==> src/rtl/pc_seq_ctrl_if.sv <==
// Request channel between instruction decode (master) and the PC-bank
// control-flow sequencer (slave): valid/ready request plus done/rej status.
interface pc_seq_ctrl_if #(
  parameter int ADDR_W = 9
) ();
  logic              req_valid;
  logic [1:0]        req_op;
  logic [ADDR_W-1:0] req_target;
  logic              req_ready;
  logic              done;
  logic              rej;

  modport master (
    output req_valid, req_op, req_target,
    input  req_ready, done, rej
  );

  modport slave (
    input  req_valid, req_op, req_target,
    output req_ready, done, rej
  );
endinterface

==> src/rtl/pc_seq_ctrl.sv <==
// Control-flow sequencer for the PC bank. Each accepted request (STEP, JUMP,
// CALL, RET) is expanded into a sequence of cycles with exactly one bank
// strobe per cycle. A shadow frame pointer rejects CALL overflow and RET
// underflow before any strobe reaches the bank. All outputs are registered;
// since the strobe registers are loaded from the next state, they are always
// the Moore decode of the current state.
module pc_seq_ctrl #(
  parameter int ADDR_W  = 9,
  parameter int DEPTH_W = 3
) (
  input  logic               clk,
  input  logic               rst_n,
  pc_seq_ctrl_if.slave       bus,
  output logic               inc,
  output logic               inc_pc_ref,
  output logic               dec_pc_ref,
  output logic               pc_set,
  output logic [ADDR_W-1:0]  pc_set_value,
  output logic [DEPTH_W-1:0] depth,
  output logic               err
);

  localparam logic [DEPTH_W-1:0] MAX_DEPTH  = {DEPTH_W{1'b1}};
  localparam logic [DEPTH_W-1:0] ZERO_DEPTH = {DEPTH_W{1'b0}};
  localparam logic [DEPTH_W-1:0] ONE_DEPTH  = {{(DEPTH_W-1){1'b0}}, 1'b1};

  localparam logic [1:0] OP_STEP = 2'b00;
  localparam logic [1:0] OP_JUMP = 2'b01;
  localparam logic [1:0] OP_CALL = 2'b10;
  localparam logic [1:0] OP_RET  = 2'b11;

  typedef enum logic [2:0] {
    IDLE   = 3'd0,
    STEP   = 3'd1,
    JUMP   = 3'd2,
    C_ADV  = 3'd3,
    C_PUSH = 3'd4,
    C_SET  = 3'd5,
    RET    = 3'd6
  } state_t;

  state_t             state_r;
  state_t             state_s;
  logic               latch_s;
  logic               reject_s;
  logic               ready_r;
  logic               done_r;
  logic               rej_r;
  logic [3:0]         strobe_r;
  logic [ADDR_W-1:0]  pcv_r;
  logic [DEPTH_W-1:0] depth_r;
  logic               err_r;

  // Strobe pattern {inc, inc_pc_ref, dec_pc_ref, pc_set} for a state; one-hot or zero.
  function automatic logic [3:0] strobes_of(input state_t s);
    case (s)
      STEP:    strobes_of = 4'b1000;
      C_ADV:   strobes_of = 4'b1000;
      C_PUSH:  strobes_of = 4'b0100;
      RET:     strobes_of = 4'b0010;
      JUMP:    strobes_of = 4'b0001;
      C_SET:   strobes_of = 4'b0001;
      default: strobes_of = 4'b0000;
    endcase
  endfunction

  // States in which the request completes successfully.
  function automatic logic is_final(input state_t s);
    case (s)
      STEP, JUMP, C_SET, RET: is_final = 1'b1;
      default:                is_final = 1'b0;
    endcase
  endfunction

  // Next-state logic: accept in IDLE, reject on frame overflow/underflow, walk the CALL sequence.
  always_comb begin
    state_s  = state_r;
    latch_s  = 1'b0;
    reject_s = 1'b0;
    case (state_r)
      IDLE: begin
        if (bus.req_valid) begin
          case (bus.req_op)
            OP_STEP: state_s = STEP;
            OP_JUMP: begin
              state_s = JUMP;
              latch_s = 1'b1;
            end
            OP_CALL: begin
              latch_s = 1'b1;
              if (depth_r != MAX_DEPTH) begin
                state_s = C_ADV;
              end else begin
                reject_s = 1'b1;
              end
            end
            OP_RET: begin
              if (depth_r != ZERO_DEPTH) begin
                state_s = RET;
              end else begin
                reject_s = 1'b1;
              end
            end
            default: state_s = IDLE;
          endcase
        end else begin
          state_s = IDLE;
        end
      end
      STEP:    state_s = IDLE;
      JUMP:    state_s = IDLE;
      C_ADV:   state_s = C_PUSH;
      C_PUSH:  state_s = C_SET;
      C_SET:   state_s = IDLE;
      RET:     state_s = IDLE;
      default: state_s = IDLE;
    endcase
  end

  // State register.
  always_ff @(posedge clk or negedge rst_n) begin
    if (!rst_n) begin
      state_r <= IDLE;
    end else begin
      state_r <= state_s;
    end
  end

  // Registered handshake/strobe outputs, decoded from the state about to be entered.
  always_ff @(posedge clk or negedge rst_n) begin
    if (!rst_n) begin
      ready_r  <= 1'b1;
      done_r   <= 1'b0;
      rej_r    <= 1'b0;
      strobe_r <= 4'b0000;
    end else begin
      ready_r  <= (state_s == IDLE);
      done_r   <= is_final(state_s) | reject_s;
      rej_r    <= reject_s;
      strobe_r <= strobes_of(state_s);
    end
  end

  // Target latch, shadow frame pointer (moves at the end of push/pop cycles) and sticky error.
  always_ff @(posedge clk or negedge rst_n) begin
    if (!rst_n) begin
      pcv_r   <= {ADDR_W{1'b0}};
      depth_r <= ZERO_DEPTH;
      err_r   <= 1'b0;
    end else begin
      if (latch_s) begin
        pcv_r <= bus.req_target;
      end
      if (state_r == C_PUSH) begin
        depth_r <= depth_r + ONE_DEPTH;
      end else if (state_r == RET) begin
        depth_r <= depth_r - ONE_DEPTH;
      end
      err_r <= err_r | reject_s;
    end
  end

  assign bus.req_ready = ready_r;
  assign bus.done      = done_r;
  assign bus.rej       = rej_r;
  assign inc           = strobe_r[3];
  assign inc_pc_ref    = strobe_r[2];
  assign dec_pc_ref    = strobe_r[1];
  assign pc_set        = strobe_r[0];
  assign pc_set_value  = pcv_r;
  assign depth         = depth_r;
  assign err           = err_r;

endmodule

==> src/flat_wrapper.sv <==
// flat-port wrapper written by rule: the top's interface ports become plain ports
module pc_seq_ctrl_flat 
#(
  parameter int ADDR_W  = 9,
  parameter int DEPTH_W = 3
)
  (clk, rst_n, inc, inc_pc_ref, dec_pc_ref, pc_set, pc_set_value, depth, err, bus_req_valid, bus_req_op, bus_req_target, bus_req_ready, bus_done, bus_rej);
  pc_seq_ctrl_if #(.ADDR_W(ADDR_W)) bus_i ();
  input  logic clk;
  input  logic rst_n;
  output logic inc;
  output logic inc_pc_ref;
  output logic dec_pc_ref;
  output logic pc_set;
  output logic [ADDR_W-1:0] pc_set_value;
  output logic [DEPTH_W-1:0] depth;
  output logic err;
  input wire logic [$bits(bus_i.req_valid)-1:0] bus_req_valid;
  input wire logic [$bits(bus_i.req_op)-1:0] bus_req_op;
  input wire logic [$bits(bus_i.req_target)-1:0] bus_req_target;
  output wire logic [$bits(bus_i.req_ready)-1:0] bus_req_ready;
  output wire logic [$bits(bus_i.done)-1:0] bus_done;
  output wire logic [$bits(bus_i.rej)-1:0] bus_rej;
  assign bus_i.req_valid = bus_req_valid;
  assign bus_i.req_op = bus_req_op;
  assign bus_i.req_target = bus_req_target;
  assign bus_req_ready = bus_i.req_ready;
  assign bus_done = bus_i.done;
  assign bus_rej = bus_i.rej;
  pc_seq_ctrl #(.ADDR_W(ADDR_W), .DEPTH_W(DEPTH_W)) u_core (.clk(clk), .rst_n(rst_n), .bus(bus_i), .inc(inc), .inc_pc_ref(inc_pc_ref), .dec_pc_ref(dec_pc_ref), .pc_set(pc_set), .pc_set_value(pc_set_value), .depth(depth), .err(err));
endmodule
==> config.mk <==
export PLATFORM = sky130hd
export DESIGN_NAME = pc_seq_ctrl_flat
export DESIGN_NICKNAME = d
export VERILOG_FILES = /design/src/rtl/pc_seq_ctrl_if.sv /design/src/rtl/pc_seq_ctrl.sv /design/src/flat_wrapper.sv
export SDC_FILE = /design/constraint.sdc
export NUM_CORES = 1
export LEC_CHECK = 0
export ABC_AREA = 1
export CAP_MARGIN = 20
export CORE_MARGIN = 3
export CORE_UTILIZATION = 55
export DETAILED_ROUTE_END_ITERATION = 12
export DONT_BUFFER_PORTS = 1
export PLACE_DENSITY = 0.79
export SLEW_MARGIN = 20
export SYNTH_ARGS = -nofsm -noshare
export SYNTH_HDL_FRONTEND = slang
export SYNTH_SLANG_ARGS = --single-unit
==> constraint.sdc <==
create_clock -name clk -period 2 [get_ports clk]
set_clock_uncertainty 0.1 [all_clocks]
set_input_delay 0.1 -clock clk [delete_from_list [all_inputs] [get_ports clk]]
set_output_delay 0.1 -clock clk [all_outputs]
set_load 0.02 [all_outputs]
==> flow_summary.yaml <==
run_status:
  status: "completed"
setup_path:
  critPathMaxStageDelay_ns: 0.47
  crit_buf_inv: 0
  cp_cell_sequence: "nor2_4, nand2_2, fa_1, a21oi_1, o21ai_0, xor2_1"
  critPathKind: "reg2reg"
  cp_max_fo: 6
  end_kind: "register"
  cp-start-kind: "register"
  arrival_ns: 1.82
  crit_required_ns: 2.09
  slowest_stage: "dfrtp_1"
  cpLargestDelayFamily: "flip-flops"
synthesis:
  synth-seq-cells: 23
  syn_nets: 117
  seq_area_frac_synth_pct: 52.3
  synth.avg_cell_area_um2: 11.1
  ys_types: 25
  syn_area_um2: 1100
  syn_inst: 99
  yosys_warnings: 0
die:
  core_area_um2: 1800
  fp.dieH_um: 50.8
  num_rows: 15
  die_w_um: 50.8
  start_util_pct: 61.2
  dieArea_um2: 2580
  num_io_pins: 34
power:
  swShare_pct: 43.9
  seq_power_share_pct: 57.5
  p_int_mw: 1.07
  total_switching_power_mw: 0.834
  totalPowerFinal_mw: 1.90
  pwr-share-comb_pct: 31.7
  clkPwrFrac_pct: 10.7
  p_leak_nw: 0.649
  vdd_ir_drop_max_v: 0.00108
  p_per_area_nw_per_um2: 1480
place:
  dp_hpwl_um: 1470
  io_buffers: 0
  gp_congestion: 0.847
  dp_cells: 124
  place_ws_ns: 0.273
clock_tree:
  clock-sinks: 23
  clkTransAtPathRegs_ns: 0.11
  clk_path_buf_depth: 2
  clkLatencyLatePin_ns: 0.30
  cts_tree: "built"
  root_buffer: "clkbuf_4"
  cts_repair_resize_count: 0
  htree_levels: 1
  cts_buffers: 3
  cts_hold_buf: 12
  post_cts_buffers: 0
route:
  drc: 0
  drt_iter0_markers: 13
  wl_per_cell_um: 13.5
  ant_nets: 0
  vias_per_cell: 5.24
  dr_total_vias: 739
  wirelength_um: 1910
  drtPass1Iterations: 4
layout:
  diodes: 0
  area_growth_pct: 16.6
  drive_above_1_share_pct: 20.7
  nets: 135
  fin_cells: 141
  nFillCells: 133
min_path:
  hp-class: "in2reg"
global_route:
  grt_antenna_before_repair: 0
  grt_pass1_wl_um: 3220
  grt_usage_pct: 16.9
  grt_pass1_vias: 739
  overflow: 0
  grt_max_degree: 24
sta:
  max_freq_ghz: 0.577
  drv_slew: 0
  setup_viol: 0
  tightest_slew_ns: 0.479
  tns_ns: 0
  hold_ws_ns: 0.0114
  postLayoutSetupSlackWorst_ns: 0.266
  slew_headroom_pct: 68.1
  rsz0062_at_grt: "no"
  min_period_ns: 1.73
  min_period_over_period_pct: 86.7
  hold_viol: 0
flow_run:
  cap_violations: 0
metal layers:
| metal | vias to the layer above | routed length (um) | global-route usage, % | share of wire, % |
|---|---|---|---|---|
| met3 | 5 | 134 | 5.04 | 7.0 |
| met4 | 0 | 29 | 6.73 | 1.5 |
| li1 | 349 | - | - | - |
| met5 | - | 0 | 0 | 0 |
| met2 | 31 | 1060 | 32.4 | 55 |
| met1 | 354 | 689 | 16.7 | 36 |
tightest hold or removal path: stages:
cell	delay, ns
inv_1	0.07
a21oi_2	0.06
nand3_1	0.10
nor2_1	0.05
registers in the layout (all words and copies together), names as in the netlist:
signal                flops
u_core.state_r            3
u_core.strobe_r           4
u_core.pc_set_value       9
u_core.err                1
u_core.depth              3
u_core.bus.rej            1
u_core.bus.done           1
u_core.bus.req_ready      1
metrics by stage:
| stage | utilization (%) | instance area [um^2] |
|---|---|---|
| after floorplan | - | 1100 |
| after global placement | 62.9 | 1130 |
| after detailed placement | 62.9 | 1130 |
| after CTS | 71.0 | 1280 |
| after global routing | 71.3 | 1280 |
| final | 71.3 | 1280 |
logic make-up after synthesis:
kind of cell	count (synthesis)	synth area share, %
flops	23	52.3
fa+ha+maj	4	5.22
mux	10	13.3
xor+xnor	2	1.59
compound gates	6	3.41
buf+inv	14	4.99
simple gates	40	19.2
power by group through the flow:
stage	clock, mW	combinational [mW]	sequential (mW)
2_1_floorplan	0	0.499	1.05
3_3_place_gp	0	0.553	1.09
3_5_place_dp	0	0.586	1.10
4_1_cts	0.211	0.611	1.10
5_1_grt	0.231	0.672	1.12
6_report	0.204	0.603	1.09
Yosys cell counts:
library cell	number	area, um^2
a21oi_1	2	10.0
inv_2	1	3.75
dfstp_2	1	26.3
or2_2	1	6.26
nand4_1	3	18.8
fa_1	1	20.0
nor2_4	1	11.3
nand2_8	1	20.0
nor2_1	9	33.8
inv_1	12	45.0
o21ai_0	2	10.0
dfrtp_1	22	551
xnor2_1	1	8.76
o21ai_2	1	8.76
mux2_2	1	11.3
a21oi_2	1	8.76
mux2_4	9	135
nor3b_1	1	7.51
nand3_1	6	30.0
nand3_4	1	17.5
nand2_2	1	6.26
inv_4	1	6.26
ha_1	3	37.5
xor2_1	1	8.76
nand2_1	16	60.1
layout make-up:
| cell class | count | area (um^2) | area share, % |
|---|---|---|---|
| inverter | 14 | 55.1 | 4.28 |
| multi-input combinational | 62 | 470 | 36.6 |
| clock buffer | 4 | 26.3 | 2.04 |
| timing repair buffer | 13 | 125 | 9.74 |
| tap | 25 | 31.3 | 2.43 |
| sequential | 23 | 577 | 44.9 |
path summary, 6_finish.rpt:
kind,from,endpoint,slack (ns),cells past startpoint
min in group asynchronous,rst_n,u_core.depth[1],0.19,2
max in group asynchronous,rst_n,u_core.bus.req_ready,1.26,2
max reg2reg,u_core.state_r[1],u_core.depth[2],0.27,6
min reg2reg,u_core.err,u_core.err,0.54,1
max,u_core.state_r[1],u_core.depth[2],0.27,6
min,bus_req_op[1],u_core.strobe_r[1],0.01,4
cells in the final DEF, fill, tap and decap left out, drive strengths merged, types with 3 or more instances in the layout:
master,instances
a21oi,3
clkbuf,4
dfrtp,22
dlygate4sd3,12
ha,3
inv,14
mux2,10
nand2,18
nand3,7
nand4,3
nor2,10
o21ai,3
Power figures use the tool's default switching activity.
